[config.mk]
export PLATFORM = sky130hd
export DESIGN_NAME = spi_tx_arbiter
export DESIGN_NICKNAME = d
export VERILOG_FILES = /design/src/rtl/spi_arb_pkg.sv /design/src/rtl/spi_rr_pick.sv /design/src/rtl/spi_tx_arbiter.sv
export SDC_FILE = /design/constraint.sdc
export NUM_CORES = 1
export LEC_CHECK = 0
export BUFFER_PORTS_ARGS = -buffer_cell sky130_fd_sc_hd__buf_4
export CAP_MARGIN = 10
export CORE_ASPECT_RATIO = 0.75
export CORE_UTILIZATION = 40
export CTS_CLUSTER_SIZE = 12
export DETAILED_ROUTE_END_ITERATION = 7
export HOLD_SLACK_MARGIN = 0.06
export PLACE_DENSITY = 0.85
export SYNTH_ARGS = -nofsm -noshare
export SYNTH_HDL_FRONTEND = slang
export SYNTH_SLANG_ARGS = --single-unit
[constraint.sdc]
create_clock -name clk -period 1.7 [get_ports clk]
set_input_delay 0.17 -clock clk [delete_from_list [all_inputs] [get_ports clk]]
set_output_delay 0.17 -clock clk [all_outputs]
set_load 0.1 [all_outputs]
[src/rtl/spi_arb_pkg.sv]
// Shared types and default sizing for the SPI transmit arbiter.
package spi_arb_pkg;

  localparam int DEF_NUM_CH    = 4;
  localparam int DEF_DATAWIDTH = 32;
  localparam int DEF_CNTW      = 16;
  localparam int DEF_TIMEOUT   = 256;

  typedef enum logic [2:0] {
    IDLE      = 3'd0,
    POP       = 3'd1,
    LATCH     = 3'd2,
    START     = 3'd3,
    WAIT_DONE = 3'd4,
    ABORT     = 3'd5
  } arb_state_t;

endpackage

[src/rtl/spi_rr_pick.sv]
// Combinational round-robin picker: first requesting channel strictly after ptr,
// wrapping cyclically over NUM_CH (which need not be a power of two).
module spi_rr_pick #(
  parameter int NUM_CH = 4,
  parameter int CHW    = $clog2(NUM_CH)
) (
  input  logic [NUM_CH-1:0] req,
  input  logic [CHW-1:0]    ptr,
  output logic [CHW-1:0]    gnt_idx,
  output logic              gnt_vld
);

  localparam int SW = CHW + 1;

  logic [CHW-1:0] cand_s [NUM_CH];

  // cand_s[k] is the channel at distance k+1 after ptr, modulo NUM_CH
  for (genvar k = 0; k < NUM_CH; k++) begin : g_cand
    logic [SW-1:0] sum_s;
    assign sum_s      = {1'b0, ptr} + SW'(k + 1);
    assign cand_s[k]  = (sum_s >= SW'(NUM_CH)) ? CHW'(sum_s - SW'(NUM_CH)) : sum_s[CHW-1:0];
  end

  // Scan farthest-first so the nearest requesting candidate is the one left standing
  always_comb begin
    gnt_idx = {CHW{1'b0}};
    gnt_vld = 1'b0;
    for (int k = NUM_CH - 1; k >= 0; k--) begin
      gnt_idx = req[cand_s[k]] ? cand_s[k] : gnt_idx;
      gnt_vld = gnt_vld | req[cand_s[k]];
    end
  end

endmodule

[src/rtl/spi_tx_arbiter.sv]
// Round-robin arbiter feeding one SPI serializer from NUM_CH transmit FIFOs.
// Optional WAIT_DONE watchdog with sticky timeout_err: define SPI_ARB_TIMEOUT_EN.
module spi_tx_arbiter
  import spi_arb_pkg::*;
#(
  parameter int NUM_CH    = DEF_NUM_CH,
  parameter int DATAWIDTH = DEF_DATAWIDTH,
  parameter int CHW       = $clog2(NUM_CH),
  parameter int CNTW      = DEF_CNTW,
  parameter int TIMEOUT   = DEF_TIMEOUT
) (
  input  logic                        clk,
  input  logic                        rst_n,
  input  logic                        enable,
  input  logic [NUM_CH-1:0]           fifo_empty,
  output logic [NUM_CH-1:0]           fifo_rd_en,
  input  logic [NUM_CH*DATAWIDTH-1:0] fifo_rd_data,
  output logic [DATAWIDTH-1:0]        ser_data,
  output logic                        ser_start,
  input  logic                        ser_done,
  output logic [CHW-1:0]              grant_id,
  output logic                        busy,
  output logic [CNTW-1:0]             word_count,
  output logic                        timeout_err
);

  arb_state_t           state_r, next_state_s;
  logic [CHW-1:0]       ptr_r, pick_idx_s, grant_id_r;
  logic                 pick_vld_s, ser_done_q_r, done_evt_s, to_hit_s;
  logic [NUM_CH-1:0]    rd_en_r, rd_en_nxt_s;
  logic                 ser_start_r, start_nxt_s, busy_r, busy_nxt_s;
  logic [DATAWIDTH-1:0] ser_data_r, lat_data_s;
  logic [CNTW-1:0]      word_count_r;

  spi_rr_pick #(.NUM_CH(NUM_CH), .CHW(CHW)) u_pick (
    .req     (~fifo_empty),
    .ptr     (ptr_r),
    .gnt_idx (pick_idx_s),
    .gnt_vld (pick_vld_s)
  );

  // A level already high when waiting starts is not a completion
  assign done_evt_s = ser_done & ~ser_done_q_r;

`ifdef SPI_ARB_TIMEOUT_EN
  localparam int TOW = $clog2(TIMEOUT + 1);
  logic [TOW-1:0] to_cnt_r;
  logic           timeout_err_r;

  assign to_hit_s = (to_cnt_r == TOW'(TIMEOUT - 1));

  // Watchdog: counts cycles spent in WAIT_DONE, cleared everywhere else
  always_ff @(posedge clk or negedge rst_n) begin
    if (!rst_n) begin
      to_cnt_r <= {TOW{1'b0}};
    end else if (state_r == WAIT_DONE) begin
      to_cnt_r <= to_cnt_r + TOW'(1);
    end else begin
      to_cnt_r <= {TOW{1'b0}};
    end
  end

  // Sticky abort flag, raised as ABORT is entered
  always_ff @(posedge clk or negedge rst_n) begin
    if (!rst_n) begin
      timeout_err_r <= 1'b0;
    end else if (next_state_s == ABORT) begin
      timeout_err_r <= 1'b1;
    end
  end

  assign timeout_err = timeout_err_r;
`else
  assign to_hit_s    = 1'b0;
  assign timeout_err = 1'b0;
`endif

  // State register
  always_ff @(posedge clk or negedge rst_n) begin
    if (!rst_n) begin
      state_r <= IDLE;
    end else begin
      state_r <= next_state_s;
    end
  end

  // Next-state logic
  always_comb begin
    next_state_s = state_r;
    case (state_r)
      IDLE: begin
        if (enable && pick_vld_s) begin
          next_state_s = POP;
        end else begin
          next_state_s = IDLE;
        end
      end
      POP:   next_state_s = LATCH;
      LATCH: next_state_s = START;
      START: next_state_s = WAIT_DONE;
      WAIT_DONE: begin
        if (done_evt_s) begin
          next_state_s = IDLE;
        end else if (to_hit_s) begin
          next_state_s = ABORT;
        end else begin
          next_state_s = WAIT_DONE;
        end
      end
      ABORT:   next_state_s = IDLE;
      default: next_state_s = IDLE;
    endcase
  end

  // Output decode on the upcoming state so the strobes come out of flops
  always_comb begin
    rd_en_nxt_s = {NUM_CH{1'b0}};
    start_nxt_s = 1'b0;
    busy_nxt_s  = 1'b0;
    case (next_state_s)
      POP: begin
        rd_en_nxt_s[pick_idx_s] = 1'b1;
        busy_nxt_s              = 1'b1;
      end
      LATCH:     busy_nxt_s = 1'b1;
      START: begin
        start_nxt_s = 1'b1;
        busy_nxt_s  = 1'b1;
      end
      WAIT_DONE: busy_nxt_s = 1'b1;
      default:   busy_nxt_s = 1'b0;
    endcase
  end

  // Read-data mux for the granted channel
  always_comb begin
    lat_data_s = {DATAWIDTH{1'b0}};
    for (int i = 0; i < NUM_CH; i++) begin
      lat_data_s = (grant_id_r == CHW'(i)) ? fifo_rd_data[i*DATAWIDTH +: DATAWIDTH] : lat_data_s;
    end
  end

  // Output and datapath registers
  always_ff @(posedge clk or negedge rst_n) begin
    if (!rst_n) begin
      ser_done_q_r <= 1'b0;
      rd_en_r      <= {NUM_CH{1'b0}};
      ser_start_r  <= 1'b0;
      busy_r       <= 1'b0;
      grant_id_r   <= {CHW{1'b0}};
      ser_data_r   <= {DATAWIDTH{1'b0}};
    end else begin
      ser_done_q_r <= ser_done;
      rd_en_r      <= rd_en_nxt_s;
      ser_start_r  <= start_nxt_s;
      busy_r       <= busy_nxt_s;
      if (state_r == IDLE && next_state_s == POP) begin
        grant_id_r <= pick_idx_s;
      end
      if (state_r == LATCH) begin
        ser_data_r <= lat_data_s;
      end
    end
  end

  // Round-robin pointer and completed-word counter
  always_ff @(posedge clk or negedge rst_n) begin
    if (!rst_n) begin
      ptr_r        <= CHW'(NUM_CH - 1);
      word_count_r <= {CNTW{1'b0}};
    end else if (state_r == WAIT_DONE && done_evt_s) begin
      ptr_r        <= grant_id_r;
      word_count_r <= word_count_r + CNTW'(1);
    end else if (state_r == ABORT) begin
      ptr_r        <= grant_id_r;
    end
  end

  assign fifo_rd_en = rd_en_r;
  assign ser_start  = ser_start_r;
  assign busy       = busy_r;
  assign grant_id   = grant_id_r;
  assign ser_data   = ser_data_r;
  assign word_count = word_count_r;

endmodule

# == Word level (Yosys, flattened, before mapping) ==
# Index checks and enable logic that the tools add are counted.
# classes
bitwise,6
n_addsub,9
reduce_logical,8
order_cmp,10
eq_ne,12
n_mux,30
# ops
cell,count
$mux 32,4
$mux 2,10
$add 16x1->16 const B,1
$lt 2x3->1 const B,5
$pmux 3 s5,1
$eq 3x2->1 const B,4
$ge 3x3->1 const B,4
$eq 3x3->1 const B,3
$bmux 1 s2,4
$mux 1,8
$sub 2x1->2 const B,4
$add 2x2->3 const B,2
$eq 3x1->1 const B,2
$eq 2x2->1 const B,2
$logic_and 1x1->1,4
$mux 4,1
$not 4->4,1
$reduce_or 4->1,1
$add 2x1->3 const B,1
$add 2x3->3 const B,1
$logic_not 3->1,1
$mux 3,1
$or 1x1->1,3
$demux 1 s2,1
6 further kinds,6
# totals
input_bits,136
reg_bits,62
word_cells,84

# == Logic depth before layout (Yosys ltp) ==
# Gate-level depths: netlist of run 1.
# logic_depth
word_depth,14
ltp_mapped,5
ltp_nobuf,5

# == Cells and area by module ==
# From an unflattened synthesis of run 1, not the netlist that was laid out.
# hier_totals
cells_unflattened,228
hier_area_um2,3400.8
# modules_own_cells
mod,area_each_um2,instances,cells_each
spi_tx_arbiter,3309.4,1,214
spi_rr_pick,91.3,1,14

# == Worst setup path before layout of run 1 ==
# OpenSTA, ideal clock, no wires.
# synth_timing
kind,reg-to-reg
startpoint,reg grant_id_r[0] (netlist: grant_id[0])
endpoint,reg ser_data_r[0] (netlist: ser_data[0])
path_stages_with_launch,5
required_ns,1.575
setup_slack_ns,-0.657
setup_time_ns,0.125
arrival_ns,2.232
path_cell_list,dfrtp_1 buf_2 buf_4 mux4_2 mux2_2
# synth_via
elab_chain_cells,5
elab_cells_between_ends,8
classes_between,eq/ne (3); mux (4); reduce/logical (1)
# synth_lines
element,line_no,text
"start, declared",spi_tx_arbiter.sv:28,"logic [CHW-1:0] ptr_r, pick_idx_s, grant_id_r;"
"start signal, assigned",spi_tx_arbiter.sv:150,grant_id_r <= {CHW{1'b0}};
"start signal, assigned",spi_tx_arbiter.sv:158,grant_id_r <= pick_idx_s;
$logic_not 2->1,spi_tx_arbiter.sv:139,lat_data_s = (grant_id_r == CHW'(i)) ? fifo_rd_data[i*DATAWIDTH +: DATAWIDTH] : lat_data_s;
$mux 32 (3 in series),spi_tx_arbiter.sv:139,
$mux 32 *,spi_tx_arbiter.sv:139,
"end signal, assigned",spi_tx_arbiter.sv:151,ser_data_r <= {DATAWIDTH{1'b0}};
"end signal, assigned",spi_tx_arbiter.sv:161,ser_data_r <= lat_data_s;
"end, declared",spi_tx_arbiter.sv:32,"logic [DATAWIDTH-1:0] ser_data_r, lat_data_s;"
# Every way passes the cells marked *; elsewhere a longest branch is shown, timed or not.
# A chain may end at the register's enable or synchronous reset.

# == Final worst setup path of run 1 ==
# layout_timing
startpoint,reg state_r[1]
endpoint,reg word_count_r[15] (netlist: word_count[15])
# layout_via
elab_chain_cells,2
# layout_lines
element,line_no,text
"start, declared",spi_tx_arbiter.sv:27,"arb_state_t state_r, next_state_s;"
"start signal, assigned",spi_tx_arbiter.sv:83,state_r <= next_state_s;
$eq 3x3->1,spi_tx_arbiter.sv:171,end else if (state_r == WAIT_DONE && done_evt_s) begin
$logic_and 1x1->1,spi_tx_arbiter.sv:171,
"end signal, assigned",spi_tx_arbiter.sv:170,word_count_r <= {CNTW{1'b0}};
"end signal, assigned",spi_tx_arbiter.sv:173,word_count_r <= word_count_r + CNTW'(1);
"end, declared",spi_tx_arbiter.sv:33,logic [CNTW-1:0] word_count_r;
# No other way between the ends.

==> results.cfg, run 1 <==
[min_path]
worstHoldStart = enable
hold_end = busy
hold_depth = 3
holdCritPathClass = input port to flip-flop

[clocking]
clk_pin_slew_ps = 90
ctsLongestPathBuffers = 2
htreeDepth = 3
clk_latency_ps = 350
cts_tree = built
cts_buffers = 9
cts.sinks = 62
cts_root_buf = clkbuf_8

[critical_path]
crit_buf_inv = 0
endpoint_kind = flip-flop
cp_max_fo = 8
cpPeakStageDelay_ps = 570
r2r-start = state_r[1]
crit_family = simple AND/OR/NAND/NOR gates
rr_worst_depth = 4
required_ps = 1960
slowest_stage = or4_4
path_cells = nand4bb_1, or4_4, nor2_2, xor2_1
r2r_end = word_count[15]
critPathLaunchType = flip-flop
critPathKind = flip-flop to flip-flop
r2r_slack_ps = 70
worst_ep_arrival_time_ps = 1890

[pwr]
peakVddDrop_uv = 1440
p_leak_nw = 2.37
total_power_mw = 11.1
p_per_area_nw_per_um2 = 2140

[synthesis]
postSynthCellCount = 225
yosys_warnings = 0
syn-num-nets = 362
syn_area_um2 = 3310
synth-seq-cells = 62
ys_seq_area_share_pct = 47.0
synth_area_per_cell_um2 = 14.7
synth_cell_types = 38

[timing]
finalSetupTns_ps = 0
period_minus_slack_ps = 1630
timing.final.hold_violations = 0
finClkSkew_ps = 17.2
rsz0062_at_grt = false
post-route-period-util_pct = 95.8
clock.fmax_mhz = 614
setup_violations = 0
drv_slew = 0

[final_layout]
areaGrowthSynthToFinish_pct = 57.2
nFillCells = 634
multiInputGateArea_um2 = 1680
drive_gt1_share_pct = 71.6
seqCellArea_um2 = 1600
diodes = 0
nets = 561

[job]
max-cap-violations = 0

[routing]
wl_mm = 9.26
drc = 0
wl_met2_mm = 4.84
viasPerCell = 5.22
met1_length_mm = 3.64
routedWlPerCell_um = 17.3
ant_nets = 0
drt_iter0_markers = 120
met3_length_um = 618
top_layer = met4
firstDrtPassIters = 5
vias = 2786

[global_routing]
grt_remaining_overflow = 0
grt_pass1_vias = 2916
grt_pass1_wl_mm = 14.3
grt.total_usage_pct = 21.9
grt_max_degree = 37
antenna_found_initial = 0

[placed_design]
place_congestion = 0.835
port_buffers = 191
hpwl_mm = 6.92

[die]
rows = 28
start_util_pct = 41.6
die_h_um = 80.7
die_x_um = 107
pin_count = 193
coreArea_um2 = 7950
die_area_um2 = 8640

[status]
status = finished, final reports clean
[area by class of cell]
cell class / count / area share [%]
Multi-Input combinational cell: 148 / 32.3
Sequential cell: 62 / 30.8
Timing Repair Buffer: 202 / 30.4
Tap cell: 105 / 2.53
Clock buffer: 9 / 2.38
Clock inverter: 7 / 1.56
Inverter: 1 / 0.0722
[kinds of logic after synthesis]
logic type,share of synthesized area (%)
mux,34.1
compound gates,1.82
xor+xnor,4.24
simple gates,9.65
fa+ha+maj,0.378
other cells,0.113
buf+inv,2.76
flops,47.0
[where the power goes]
group	switching, mW	internal (mW)
registers	0.484	2.09
logic	4.83	2.39
clock network	0.651	0.694
[through the flow]
stage                     cells  setup WS [ps]  hold slack [ps]  area [µm²]  util [%]
after floorplan             225           -109             -126        3400         -
after global placement      515            118              156        4940      62.1
after detailed placement    515           81.2              168        4940      62.1
after CTS                   533           5.40              143        5160      64.9
after global routing        534           3.88              176        5200      65.4
final                       534           71.8              166        5200      65.4
[sequential cells by signal (all words and copies together) (netlist names)]
signal,flops
ser_data,32
word_count,16
fifo_rd_en,4
state_r,3
grant_id,2
ptr_r,2
busy,1
ser_done_q_r,1
ser_start,1
[worst max path at each step]
stage	cells past startpoint	from	to	slack, ps
6_report	4	state_r[1]	word_count[15]	70
5_1_grt	4	state_r[1]	word_count[15]	4
4_1_cts	1	grant_id[1]	grant_id[1]	5
3_5_place_dp	3	grant_id[0]	ser_data[18]	80
3_3_place_gp	4	state_r[0]	word_count[15]	120
2_1_floorplan	4	grant_id[0]	ser_data[10]	-110
[worst register-to-register path, stage by stage (launching register included)]
cell and delay, ps:
dfrtp_1 470, nand4bb_1 240, or4_4 570, nor2_2 130, xor2_1 140
[what timing repair did]
item	in CTS	in global routing
setup buffers	0	1
hold endpoints to repair	34	0
hold buffers	2	0
setup endpoints to repair	0	4
gates resized for setup	0	2
[synthesized netlist by cell type]
master	count	area [µm²]
a221o_1	1	10.0
nand4b_1	2	17.5
ha_1	1	12.5
xor2_1	4	35.0
nand3b_1	1	7.51
nor4b_2	1	15.0
a21boi_0	1	7.51
and3_1	1	6.26
nand3_1	7	35.0
inv_1	1	3.75
buf_6	1	11.3
nand4_1	4	25.0
mux4_2	32	721
or4_4	1	11.3
nand2b_1	2	12.5
nor4_1	2	12.5
nor2b_1	5	31.3
nor2_1	9	33.8
o211ai_1	1	7.51
clkbuf_1	5	18.8
nor3b_2	1	12.5
a21oi_1	1	5.00
a2bb2oi_1	1	8.76
conb_1	1	3.75
buf_2	1	5.00
o22ai_1	1	6.26
or3b_1	1	8.76
nor3_1	2	10.0
mux2_2	36	405
dfrtp_1	60	1500
or2_2	1	6.26
nand2_1	9	33.8
dfstp_2	2	52.6
nand4bb_1	2	22.5
buf_4	7	52.6
and4_1	2	17.5
o21ai_0	3	15.0
xnor2_1	12	105
[metal layers]
metal  up-vias  track usage [%]
met2       124             38.5
li1       1258                -
met4         0             8.77
met5         -                0
met1      1387             26.1
met3        17             5.62
[cells in the final DEF (no fill, tap or decap), types with 2 or more instances in the layout]
master,count
buf_4,196
dfrtp_1,44
mux2_2,36
mux4_2,32
xnor2_1,12
dfrtp_4,11
nand2_1,9
clkbuf_8,9
nor2_1,8
nand3_1,7
nor2b_1,5
dfrtp_2,5
nand4_1,4
xor2_1,4
o21ai_0,3
clkinv_4,3
buf_12,3
nand4b_1,2
nand2b_1,2
nor3_1,2
and4_1,2
nand4bb_1,2
nor4_1,2
inv_6,2
dlygate4sd3_1,2
dfstp_2,2
No activity file was read; power rests on OpenSTA's default activity.
==> inputs of run 2 (changes only) <==
- BUFFER_PORTS_ARGS: -buffer_cell sky130_fd_sc_hd__buf_4 -> -buffer_cell sky130_fd_sc_hd__buf_2
- CTS_BUF_LIST: default -> sky130_fd_sc_hd__clkbuf_2 sky130_fd_sc_hd__clkbuf_4 sky130_fd_sc_hd__clkbuf_8
==> run 2 against run 1 <==
  * Power decreased by 3.4%
  * Critical path depth is the same
  * Non-clock buffer count unchanged
  * First-iteration DRC count down 31%
  * Register-to-register slack improved by 20 ps
  * Via count is 2.0% lower
  * Count of clock-buffer cells in the layout rose by 4
  * Sequential power hardly changed
  * Sequential share of layout area grew 3.0 points
  * Wire length decreased by 8.4%
  * Critical path type unchanged
  * Largest cell class unchanged
==> results.cfg, run 2 (same netlist as run 1, synthesis figures left out) <==
[status]
status = finished, final reports clean

[timing]
fin_hold_ws_ps = 198
drv_slew = 0
rsz0062_at_grt = false
post-route-period-util_pct = 94.7
clock.fmax_mhz = 621
timing.final.hold_violations = 0
tightest_slew_ps = 531
setup_violations = 0
finalSetupTns_ps = 0
finClkSkew_ps = 8.97
max-slew-margin-rel_pct = 64.6
period_minus_slack_ps = 1610

[die]
die_x_um = 107
die_area_um2 = 8640
start_util_pct = 41.6
pin_count = 193
coreArea_um2 = 7950
rows = 28
die_h_um = 80.7

[critical_path]
r2r_end = word_count[15]
rr_worst_depth = 4
cp_max_fo = 8
endpoint_kind = flip-flop
worst_ep_arrival_time_ps = 1860
required_ps = 1950
critPathLaunchType = flip-flop
r2r_slack_ps = 90
r2r-start = state_r[1]
critPathKind = flip-flop to flip-flop

[final_layout]
utilization_pct = 59.7
stdcell_area_um2 = 4750
diodes = 0
largest_register_ffs = 32
areaGrowthSynthToFinish_pct = 43.5
mostFrequentLayoutCells = buf_2 (189), dfrtp_1 (43), mux2_2 (36)
final_common_cell = buf_2
drive_gt1_share_pct = 71.8
nets = 561
stdcell_count = 534

[routing]
drc = 0
ant_nets = 0
firstDrtPassIters = 5
routedWlPerCell_um = 15.9
vias = 2729
viasPerCell = 5.11
wl_mm = 8.49
drt_iter0_markers = 83

[clocking]
clk_latency_ps = 330
cts_tree = built
ctsLongestPathBuffers = 2
cts_root_buf = clkbuf_8
clk_pin_slew_ps = 70
cts.sinks = 62
htreeDepth = 3
cts_buffers = 9

[global_routing]
grt_max_degree = 36
grt_pass1_vias = 2857
grt_remaining_overflow = 0
antenna_found_initial = 0
grt.total_usage_pct = 20.2
grt_pass1_wl_mm = 13.4

[min_path]
hold_end = busy
holdCritPathClass = input port to flip-flop
hold_depth = 3
worstHoldStart = enable

[placed_design]
placed_area_um2 = 4510
post-place-cells = 516
port_buffers = 191
hpwl_mm = 6.65
place_congestion = 0.840

[pwr]
p_leak_nw = 2.23
peakVddDrop_uv = 1360
p_per_area_nw_per_um2 = 2270

[job]
max-cap-violations = 0
==> run 2: cell count changes in the layout (fill, tap and decap cells not counted), moves of 2 or more <==
cell,previous run,this run
clkbuf_8,9,12
buf_12,3,6
buf_2,0,189
buf_4,196,5
clkinv_4,3,0
inv_6,2,0
==> run 2: layout make-up <==
type                       instances  area [µm²]
clock inverter                     3        42.5
sequential                        62        1600
fill                             667        3210
clock buffer                      13         173
timing repair buffer             202        1120
multi-input combinational        148        1670
tap                              105         131
inverter                           1        3.75
==> run 2: power by group <==
group          switching, mW  leakage (nW)  internal (mW)
logic                   4.73          1.38           2.07
clock network          0.545         0.109          0.812
registers              0.510         0.741           2.09
==> run 2: per-layer routing <==
metal	global-route usage [%]	up-vias	share of wire [%]
li1	-	1265	-
met1	23.6	1349	41
met2	37.8	109	52
met3	4.65	6	6.2
met4	5.34	0	0.54
met5	0	-	0
==> run 2: what timing repair did <==
item	CTS	global route
hold buffers	2	0
hold endpoints to repair	14	0
setup buffers	0	0
resized for setup	0	2
setup endpoints to repair	0	2
==> run 2: worst max path at each step <==
| stage | from | endpoint | slack [ps] | depth (start not counted) |
|---|---|---|---|---|
| final | state_r[1] | word_count[15] | 90 | 4 |
| after global routing | ser_done | word_count[5] | 10 | 6 |
| after CTS | state_r[0] | word_count[15] | 50 | 4 |
| after detailed placement | state_r[0] | word_count[15] | 80 | 4 |
| after global placement | state_r[0] | word_count[15] | 130 | 4 |
| after floorplan | grant_id[0] | ser_data[10] | -110 | 4 |
==> run 2: through the flow <==
| stage | power [mW] | worst slack (ps) |
|---|---|---|
| floorplan | 8.26 | -109 |
| global placement | 9.31 | 126 |
| detailed placement | 9.47 | 81.9 |
| CTS | 10.9 | 53.4 |
| global route | 11.2 | 11.2 |
| finish | 10.8 | 89.4 |
==> run 2: worst max-delay path: stages, from the launching register on <==
cell       delay, ps
dfrtp_2          460
nand4bb_1        230
or4_4            570
nor2_2           140
xor2_1           140
